<file path="src/rtl/qpix_serial_cfg_seq_pkg.sv">
// Shared types and constants for the QPix serial configuration sequencer.
// Holds the FSM state encoding, interface indices and SIM_FAST timing resolution.
package qpix_pkg;

    typedef enum logic [2:0] {
        ST_IDLE,
        ST_LOAD_SR,
        ST_GAP,
        ST_SHIFT,
        ST_LOADP,
        ST_RB_PRIME,
        ST_RB_SHIFT,
        ST_FIN
    } state_t;

    localparam int IF1 = 0;
    localparam int IF2 = 1;

    localparam int FAST_CLK_DIV    = 2;
    localparam int FAST_LOAD_PULSE = 8;

    function automatic int eff_clk_div(input int sim_fast, input int clk_div);
        return (sim_fast != 0) ? FAST_CLK_DIV : clk_div;
    endfunction

    function automatic int eff_load_pulse(input int sim_fast, input int load_pulse);
        return (sim_fast != 0) ? FAST_LOAD_PULSE : load_pulse;
    endfunction

    function automatic int max_int(input int a, input int b);
        return (a > b) ? a : b;
    endfunction

    // One-hot pad mask for the selected interface; the other bit is always 0.
    function automatic logic [1:0] if_mask(input logic sel);
        return sel ? 2'(1 << IF2) : 2'(1 << IF1);
    endfunction

endpackage

</file>
<file path="src/rtl/qpix_bitclk_gen.sv">
// Half-period tick and serial clock level generator for CLKin / CLKin2.
// Restarts at the first half whenever en falls; inv selects which half is high.
module qpix_bitclk_gen #(
    parameter int CLK_DIV = 2
) (
    input  logic clk,
    input  logic rst_n,
    input  logic en,
    input  logic inv,
    output logic tick,
    output logic phase_hi
);

    localparam int CW = (CLK_DIV > 1) ? $clog2(CLK_DIV) : 1;

    logic [CW-1:0] cnt;
    logic          second_half;

    assign tick     = en && (cnt == CW'(CLK_DIV - 1));
    assign phase_hi = en && (second_half ^ inv);

    // NOTE: sequential state uses non-blocking assignments so every flop samples pre-edge values.
    always_ff @(posedge clk or negedge rst_n) begin
        if (!rst_n) begin
            cnt         <= '0;
            second_half <= 1'b0;
        end else if (!en) begin
            cnt         <= '0;
            second_half <= 1'b0;
        end else if (tick) begin
            cnt         <= '0;
            second_half <= ~second_half;
        end else begin
            cnt <= cnt + 1'b1;
        end
    end

endmodule

</file>
<file path="src/rtl/qpix_serial_cfg_seq.sv">
// Start/done sequencer for the two QPix serial configuration interfaces:
// SR load, MSB-first shift, loadData one-shot, optional CLKin2 readback and compare.
module qpix_serial_cfg_seq
    import qpix_pkg::*;
#(
    parameter int DATA_W     = 32,
    parameter int CLK_DIV    = 25,
    parameter int LOAD_PULSE = 5000,
    parameter int SIM_FAST   = 0
) (
    input  logic              clk,
    input  logic              rst_n,
    input  logic              start,
    input  logic              sel_if,
    input  logic              verify,
    input  logic              abort,
    input  logic [DATA_W-1:0] wdata,
    output logic              busy,
    output logic              done,
    output logic              mismatch,
    output logic [DATA_W-1:0] rdata,
    output logic [1:0]        sr_load,
    output logic [1:0]        sclk,
    output logic [1:0]        sdata,
    output logic [1:0]        load_data,
    output logic [1:0]        ser_out_cnt,
    output logic [1:0]        clkin2,
    input  logic [1:0]        sdo
);

    localparam int CD = eff_clk_div(SIM_FAST, CLK_DIV);
    localparam int LP = eff_load_pulse(SIM_FAST, LOAD_PULSE);
    localparam int BW = $clog2(DATA_W + 1);
    localparam int PW = $clog2(max_int(CD, LP) + 1);

    state_t            state;
    logic              sel_q;
    logic              verify_q;
    logic [DATA_W-1:0] wdata_q;
    logic [DATA_W-1:0] shreg;
    logic [DATA_W-1:0] rd_shift;
    logic [BW-1:0]     bcnt;
    logic [PW-1:0]     pcnt;

    logic       gen_en;
    logic       gen_inv;
    logic       gen_tick;
    logic       gen_hi;
    logic [1:0] sel_mask;

    assign gen_en   = (state == ST_SHIFT) || (state == ST_RB_PRIME) || (state == ST_RB_SHIFT);
    assign gen_inv  = (state != ST_SHIFT);
    assign sel_mask = if_mask(sel_q);

    qpix_bitclk_gen #(.CLK_DIV(CD)) u_bitclk (
        .clk      (clk),
        .rst_n    (rst_n),
        .en       (gen_en),
        .inv      (gen_inv),
        .tick     (gen_tick),
        .phase_hi (gen_hi)
    );

    always_ff @(posedge clk or negedge rst_n) begin
        if (!rst_n) begin
            state       <= ST_IDLE;
            sel_q       <= 1'b0;
            verify_q    <= 1'b0;
            wdata_q     <= '0;
            shreg       <= '0;
            rd_shift    <= '0;
            bcnt        <= '0;
            pcnt        <= '0;
            busy        <= 1'b0;
            done        <= 1'b0;
            mismatch    <= 1'b0;
            rdata       <= '0;
            sr_load     <= '0;
            sclk        <= '0;
            sdata       <= '0;
            load_data   <= '0;
            ser_out_cnt <= '0;
            clkin2      <= '0;
        end else begin
            done    <= 1'b0;
            sr_load <= '0;
            if (abort) begin
                // Abort drops everything, including a start in the same cycle.
                state       <= ST_IDLE;
                busy        <= 1'b0;
                sclk        <= '0;
                sdata       <= '0;
                load_data   <= '0;
                ser_out_cnt <= '0;
                clkin2      <= '0;
            end else begin
                case (state)
                    ST_IDLE: begin
                        if (start) begin
                            sel_q    <= sel_if;
                            verify_q <= verify;
                            wdata_q  <= wdata;
                            shreg    <= wdata;
                            rdata    <= '0;
                            mismatch <= 1'b0;
                            busy     <= 1'b1;
                            sr_load  <= if_mask(sel_if);
                            state    <= ST_LOAD_SR;
                        end
                    end
                    ST_LOAD_SR: state <= ST_GAP;
                    ST_GAP: begin
                        sdata <= shreg[DATA_W-1] ? sel_mask : 2'b00;
                        bcnt  <= '0;
                        state <= ST_SHIFT;
                    end
                    ST_SHIFT: begin
                        if (gen_tick && !gen_hi) begin
                            sclk <= sel_mask;
                        end else if (gen_tick) begin
                            sclk <= '0;
                            if (bcnt == BW'(DATA_W - 1)) begin
                                sdata     <= '0;
                                load_data <= sel_mask;
                                pcnt      <= '0;
                                state     <= ST_LOADP;
                            end else begin
                                sdata <= shreg[DATA_W-2] ? sel_mask : 2'b00;
                                shreg <= {shreg[DATA_W-2:0], 1'b0};
                                bcnt  <= bcnt + 1'b1;
                            end
                        end
                    end
                    ST_LOADP: begin
                        if (pcnt == PW'(LP - 1)) begin
                            load_data <= '0;
                            if (verify_q) begin
                                clkin2 <= sel_mask;
                                state  <= ST_RB_PRIME;
                            end else begin
                                done  <= 1'b1;
                                state <= ST_FIN;
                            end
                        end else begin
                            pcnt <= pcnt + 1'b1;
                        end
                    end
                    ST_RB_PRIME: begin
                        if (gen_tick && gen_hi) begin
                            clkin2 <= '0;
                        end else if (gen_tick) begin
                            clkin2      <= sel_mask;
                            ser_out_cnt <= sel_mask;
                            bcnt        <= '0;
                            state       <= ST_RB_SHIFT;
                        end
                    end
                    ST_RB_SHIFT: begin
                        if (gen_tick && gen_hi) begin
                            rd_shift <= {rd_shift[DATA_W-2:0], sdo[sel_q]};
                            clkin2   <= '0;
                        end else if (gen_tick) begin
                            if (bcnt == BW'(DATA_W - 1)) begin
                                ser_out_cnt <= '0;
                                state       <= ST_FIN;
                            end else begin
                                clkin2 <= sel_mask;
                                bcnt   <= bcnt + 1'b1;
                            end
                        end
                    end
                    ST_FIN: begin
                        // The write path arrives with done already set; readback spends one compare cycle first.
                        if (!done && verify_q) begin
                            done     <= 1'b1;
                            rdata    <= rd_shift;
                            mismatch <= (rd_shift != wdata_q);
                        end else begin
                            busy  <= 1'b0;
                            state <= ST_IDLE;
                        end
                    end
                    default: state <= ST_IDLE;
                endcase
            end
        end
    end

endmodule

</file>
<file path="config.mk">
export PLATFORM = sky130hd
export DESIGN_NAME = qpix_serial_cfg_seq
export DESIGN_NICKNAME = d
export VERILOG_FILES = /design/src/rtl/qpix_serial_cfg_seq_pkg.sv /design/src/rtl/qpix_bitclk_gen.sv /design/src/rtl/qpix_serial_cfg_seq.sv
export SDC_FILE = /design/constraint.sdc
export NUM_CORES = 1
export LEC_CHECK = 0
export ABC_AREA = 1
export CORE_ASPECT_RATIO = 0.9
export CORE_MARGIN = 10
export CORE_UTILIZATION = 55
export DETAILED_ROUTE_END_ITERATION = 10
export HOLD_SLACK_MARGIN = 0.08
export PLACE_DENSITY = 0.78
export SYNTH_ARGS = -nofsm -noshare
export SYNTH_HDL_FRONTEND = slang
export SYNTH_SLANG_ARGS = --single-unit
export TNS_END_PERCENT = 50
</file>
<file path="constraint.sdc">
create_clock -name clk -period 4 [get_ports clk]
set_input_delay 0.8 -clock clk [delete_from_list [all_inputs] [get_ports clk]]
set_output_delay 0.8 -clock clk [all_outputs]
set_load 0.02 [all_outputs]
</file>
==> impl_results.md, run 1 <==
- Synth Warn #: 0
- Clock Pin Slew Worst Setup and Hold Paths: ~60 ps
- Post-synth EDFFs: 0
- CP endpoint kind: flip-flop
- Via count: 6,742
- Clk buf depth: 2
- TritonCTS Buffers: 17
- Layout cells sized above 1: 7.011%
- Power density over cell area: 578.6 nW/um2
- Port Buffers: between 80 and 90
- Fmax: around 380 MHz
- Initial antenna violation count: 0
- Reg2reg path depth: 8
- Maximum vdd drop: 0.3972 mV
- Vias per cell: 5.259
- CTS Sinks: 173
- Sequential area share after synthesis: 52.27%
- Pre-antenna DRT Iters: 5
- Min-delay worst type: primary input to async pin
- Slew @ Worst Pin: 797.9 ps
- Final min period: 2665 ps
- Commonest non-fill, non-tap cell in the layout: nand2_1
- Startpoint types: flip-flop
- Finish-stage setup viols: 0
- Total track usage: 19.11%
- Critical path class: flip-flop to flip-flop
- Max-slew headroom: 46.32%
- Sequential Area: 4329 um2
- Detailed Place HPWL: roughly 13 mm
- CORE AREA: 14,710 um2
- 1st-iter DRT viols: between 500 and 600
- Ys async rst share: 100.0%
- Clk_skew: 11.37 ps
- Largest net degree at the start of global routing: between 70 and 80
- Fill count: around 1,200
- CTS tree: done
- Yosys cell types: 39
- Crit path DAT: roughly 3000 ps
- Vias in the first global route: about 6,400
- Die area: ~20,000 um2
- Final Hold Vio Count: 0
- Cts hold-fix bufs: 0
- Drt total wl: 18.78 mm
- Hold slack final: 343.0 ps
- Worst EP required: around 4300 ps
- RePlAce Congestion: around 0.90
- Routed Antenna Nets: 0
- # H-tree levels: 4
- Ant. Diodes: 0
- DRC Markers: 0
- First-pass GRT wire length: 31.76 mm
- Syn_nets: 1,040
- Drt wl/cell: 14.65 um
- Unrepaired setup endpoints after global routing: no
- Tcrit/Tclk final: about two thirds
- Setup_tns: 0 ps
- P_leak: 4.422 nW
- Chip width: 149.4 um
- Area Overhead vs Synth: 19.09%
- CTS root buf: clkbuf_16
- Post-CTS Setup Bufs: 0
- Seq cells post-synth: about 170
- Final Max Slew Viols: 0
- Max Fanout on Critical Path: 41
- Commonest cells after routing, fill and taps aside: 261 x nand2_1, 173 x dfrtp_1, 114 x nor2_1
- FP Rows: between 40 and 50
- Status: completed
- Initial core utilization: 56.29%
- Post-CTS Resized: 0
- Multi-input gate area: 3283 um2
- Remaining Overflow, GRT: 0
- IO Pins: 87
- Clk Latency, worst-skew pair: 440 ps
- Post-synthesis area per instance: 8.316 um2
- Die Height: around 140 um
- Max Cap Viol: 0
- Synth Cell Area: approximately 8300 um2
- Cells after Synth: 996
- Top FF cell, synth: dfrtp_1
- Post-layout nets: ~1,100
## cell usage after synthesis (6+ instances only)
cell type | instances | share of area, %
o22ai_1 | 31 | 2.3
clkbuf_1 | 9 | 0.41
a21oi_1 | 9 | 0.54
xnor2_1 | 27 | 2.9
o21a_1 | 31 | 2.8
inv_2 | 6 | 0.27
buf_2 | 20 | 1.2
nand3_1 | 47 | 2.8
inv_1 | 109 | 4.9
nand2_2 | 6 | 0.45
buf_6 | 6 | 0.82
nor2_1 | 114 | 5.2
dfrtp_1 | 173 | 52
nand4_1 | 8 | 0.60
o21ai_0 | 18 | 1.1
o21ai_1 | 77 | 4.7
nand2_1 | 261 | 12
## where the power goes
part	total [mW]	internal (mW)	switching [mW]
combinational	1.57	0.631	0.938
sequential	2.44	2.14	0.296
clock	1.70	0.961	0.740
## layer usage
layer | share of wire [%] | global-route usage (%) | up-vias
met5 | 0 | 0 | -
met4 | 1.4 | 5.828 | 0
met3 | 5.9 | 5.317 | 22
met2 | 46 | 29.20 | 162
met1 | 47 | 25.86 | 3234
li1 | - | - | 3324
## worst max-delay path: stages, from the launching register on
cell and delay [ps]:
dfrtp_1 660, nand3_4 530, nand3_2 300, nand2_2 110, nor2_2 160, nand2_2 320, buf_4 340, nand2_1 70
o21ai_1 60
## per-stage QoR
stage / setup slack [ps] / cell area, um2 / utilization (%) / cells / total power [mW]
after detailed placement: 1103 / 9248 / 62.85 / 1250 / 4.016
after global placement: 1197 / 9248 / 62.85 / 1250 / 3.966
after CTS: 1362 / 9864 / 67.04 / 1282 / 5.750
final: 1335 / 9864 / 67.04 / 1282 / 5.708
after floorplan: 2143 / 8283 / - / 996 / 3.601
after global routing: 1100 / 9864 / 67.04 / 1282 / 6.076
## final timing paths
check | from | endpoint | slack, ps
min in group clk | ser_out_cnt[0] | ser_out_cnt[0] | 480
worst min-delay path | rst_n | shreg[19] | 340
worst min register to register | ser_out_cnt[0] | ser_out_cnt[0] | 480
max in group asynchronous | rst_n | rd_shift[12] | 2730
worst max-delay path | state[1] | rd_shift[21] | 1330
worst max register to register | state[1] | rd_shift[21] | 1330
## kinds of logic (layout without fill, tap and decap cells)
group	Yosys count	after routing	synth area share, %
AO/OA/AOI/OAI	170	170	11.80
buffers and inverters	156	244	8.172
XOR/XNOR	31	31	3.278
flip-flops	173	173	52.27
AND/OR/NAND/NOR	461	461	23.76
multiplexers	1	1	0.1209
adder cells (fa/ha/maj)	4	4	0.6043
## flip-flops by register name (all words and copies together) (netlist names)
signal and count:
bcnt 6, busy 1, clkin2 2, done 1, load_data 2, mismatch 1
pcnt 13, rd_shift 32, rdata 32, sclk 2, sdata 2, sel_q 1
ser_out_cnt 2, shreg 32, sr_load 2, state 3, u_bitclk.cnt 5, u_bitclk.second_half 1
verify_q 1, wdata_q 32
## final cells by class
type | instances | share of cell area [%]
Tap cell | 198 | 2.511
Sequential cell | 173 | 43.89
Clock inverter | 14 | 1.801
Timing Repair Buffer | 96 | 9.627
Clock buffer | 18 | 4.452
Multi-Input combinational cell | 667 | 33.28
Inverter | 116 | 4.439
Power figures use the tool's default switching activity.
==> inputs of run 2 (changes only) <==
clock period = 2.5 ns   (was 4 ns; I/O delays follow)
==> impl_results.md, run 2 (same netlist as run 1, synthesis figures left out) <==
- Fmax: 473.2 MHz (+26%)
- Port Buffers: 86 (unchanged)
- Startpoint types: flip-flop
- Vias per cell: 5.224 (-0.66%)
- Min-delay worst type: flip-flop to flip-flop
- Vias in the first global route: 6,664 (+3.8%)
- Pre-antenna DRT Iters: 4 (-1)
- Clk buf depth: 2 (unchanged)
- CORE AREA: 14,710 um2 (unchanged)
- Clk_skew: 12.57 ps (+1.199 ps)
- 1st-iter DRT viols: 434 (-22%)
- Max Fanout on Critical Path: 62 (+51%)
- Crit path DAT: 2440 ps (-540 ps)
- CP endpoint kind: flip-flop
- Worst EP required: 2820 ps (-1490 ps)
- Post-CTS Setup Bufs: 0 (unchanged)
- Fin util: 67.55% (+0.51 points)
- Chip width: 149.4 um (unchanged)
- Setup_tns: 0 ps (unchanged)
- Initial antenna violation count: 0 (unchanged)
- Commonest cells after routing, fill and taps aside: 261 x nand2_1, 173 x dfrtp_1, 114 x nor2_1
- Critical path class: flip-flop to flip-flop
- Die area: 20,380 um2 (unchanged)
- Remaining Overflow, GRT: 0 (unchanged)
- Status: completed
- Drt total wl: 19.11 mm (+1.8%)
- # H-tree levels: 4 (unchanged)
- Finish-stage setup viols: 0 (unchanged)
- First-pass GRT wire length: 32.73 mm (+3.1%)
- Routed Antenna Nets: 0 (unchanged)
- Max Cap Viol: 0 (unchanged)
- IO Pins: 87 (unchanged)
- CTS tree: done
- Slew @ Worst Pin: 792.9 ps (-5.014 ps)
- Detailed Place HPWL: 13.25 mm (+3.7%)
- Power density over cell area: 921.4 nW/um2 (+59%)
- Max-slew headroom: 46.65% (+0.34 points)
- Post-CTS Resized: 0 (unchanged)
- Largest net degree at the start of global routing: 67 (-5.6%)
- Post-layout nets: 1,121 (+0.54%)
- Ant. Diodes: 0 (unchanged)
- Unrepaired setup endpoints after global routing: no
- Final Hold Vio Count: 0 (unchanged)
- Final min period: 2113 ps (-552.0 ps)
- CTS root buf: clkbuf_16
- Commonest non-fill, non-tap cell in the layout: nand2_1
- Final Max Slew Viols: 0 (unchanged)
- DRC Markers: 0 (unchanged)
- RePlAce Congestion: 0.9082 (+1.0%)
- Tcrit/Tclk final: 84.52% (+18 points)
- Cts hold-fix bufs: 1 (+1)
- Maximum vdd drop: 0.6215 mV (+56%)
- Layout cells sized above 1: 7.431% (+0.42 points)
- CTS Sinks: 173 (unchanged)
- Via count: 6,729 (-0.19%)
- TritonCTS Buffers: 17 (unchanged)
- Drt wl/cell: 14.83 um (+1.3%)
- Area Overhead vs Synth: 20.00%
- Fill count: 1,195 (+1.4%)
- Total track usage: 19.84% (+0.74 points)
- P_leak: 4.471 nW (+1.1%)
- Clk Latency, worst-skew pair: 430 ps (about the same)
- Die Height: 136.4 um (unchanged)
- Initial core utilization: 56.29% (unchanged)
- Clock Pin Slew Worst Setup and Hold Paths: 60 ps (about the same)
- FP Rows: 42 (unchanged)
-- run 2: changes by cell type in the layout (fill, tap and decap cells not counted), sizes merged --
cell	change
buf	+5
clkinv	+2
clkinvlp	-2
clkbuf	+1
dlygate4sd3	+1
inv	-1
-- run 2: layout make-up --
cell class | count | area [um2] | area share [%]
timing repair buffer | 102 | 1035 | 10.41
clock buffer | 19 | 452.9 | 4.557
multi-input combinational | 667 | 3283 | 33.03
sequential | 173 | 4329 | 43.55
tap | 198 | 247.7 | 2.492
clock inverter | 13 | 153.9 | 1.548
inverter | 116 | 437.9 | 4.406
-- run 2: per-layer routing --
metal  global-route usage [%]  part of all wire, %  vias up
met3                    4.453                  4.7       19
li1                         -                    -     3340
met5                        0                    0        -
met1                    25.62                   45     3236
met4                    6.699                  1.2        0
met2                    32.33                   49      134
-- run 2: path summary, 6_finish.rpt --
path | startpoint | slack [ps] | to | depth (start not counted)
worst max-delay path | state[2] | 390 | shreg[1] | 8
worst min-delay path | u_bitclk.cnt[0] | 480 | u_bitclk.cnt[0] | 1
worst max register to register | state[2] | 390 | shreg[1] | 8
worst min register to register | u_bitclk.cnt[0] | 480 | u_bitclk.cnt[0] | 1
max in group asynchronous | rst_n | 1120 | wdata_q[15] | 3
min in group asynchronous | rst_n | 650 | rd_shift[21] | 2
-- run 2: power by group --
part | total [mW] | switching [mW] | internal [mW]
Clock | 2.71 | 1.15 | 1.55
Sequential | 3.89 | 0.462 | 3.43
Combinational | 2.56 | 1.52 | 1.04
-- run 2: critical path: stages, from the launching register on --
cell	delay, ps
dfrtp_1	630
inv_4	100
nand3_4	170
buf_4	270
o21ai_1	160
nor2_4	120
buf_12	230
o21ai_0	150
o21a_1	120
-- run 2: through the flow --
stage / setup slack (ps) / hold WS, ps / area, um2 / power [mW] / std cells
global placement: 375.5 / 459.6 / 9323 / 6.400 / 1255
detailed placement: 327.7 / 462.4 / 9323 / 6.478 / 1255
finish: 386.9 / 480.3 / 9940 / 9.158 / 1288
global route: 211.3 / 499.4 / 9940 / 9.749 / 1288
floorplan: 858.7 / 204.4 / 8283 / 5.762 / 996
CTS: 409.5 / 483.9 / 9940 / 9.226 / 1288
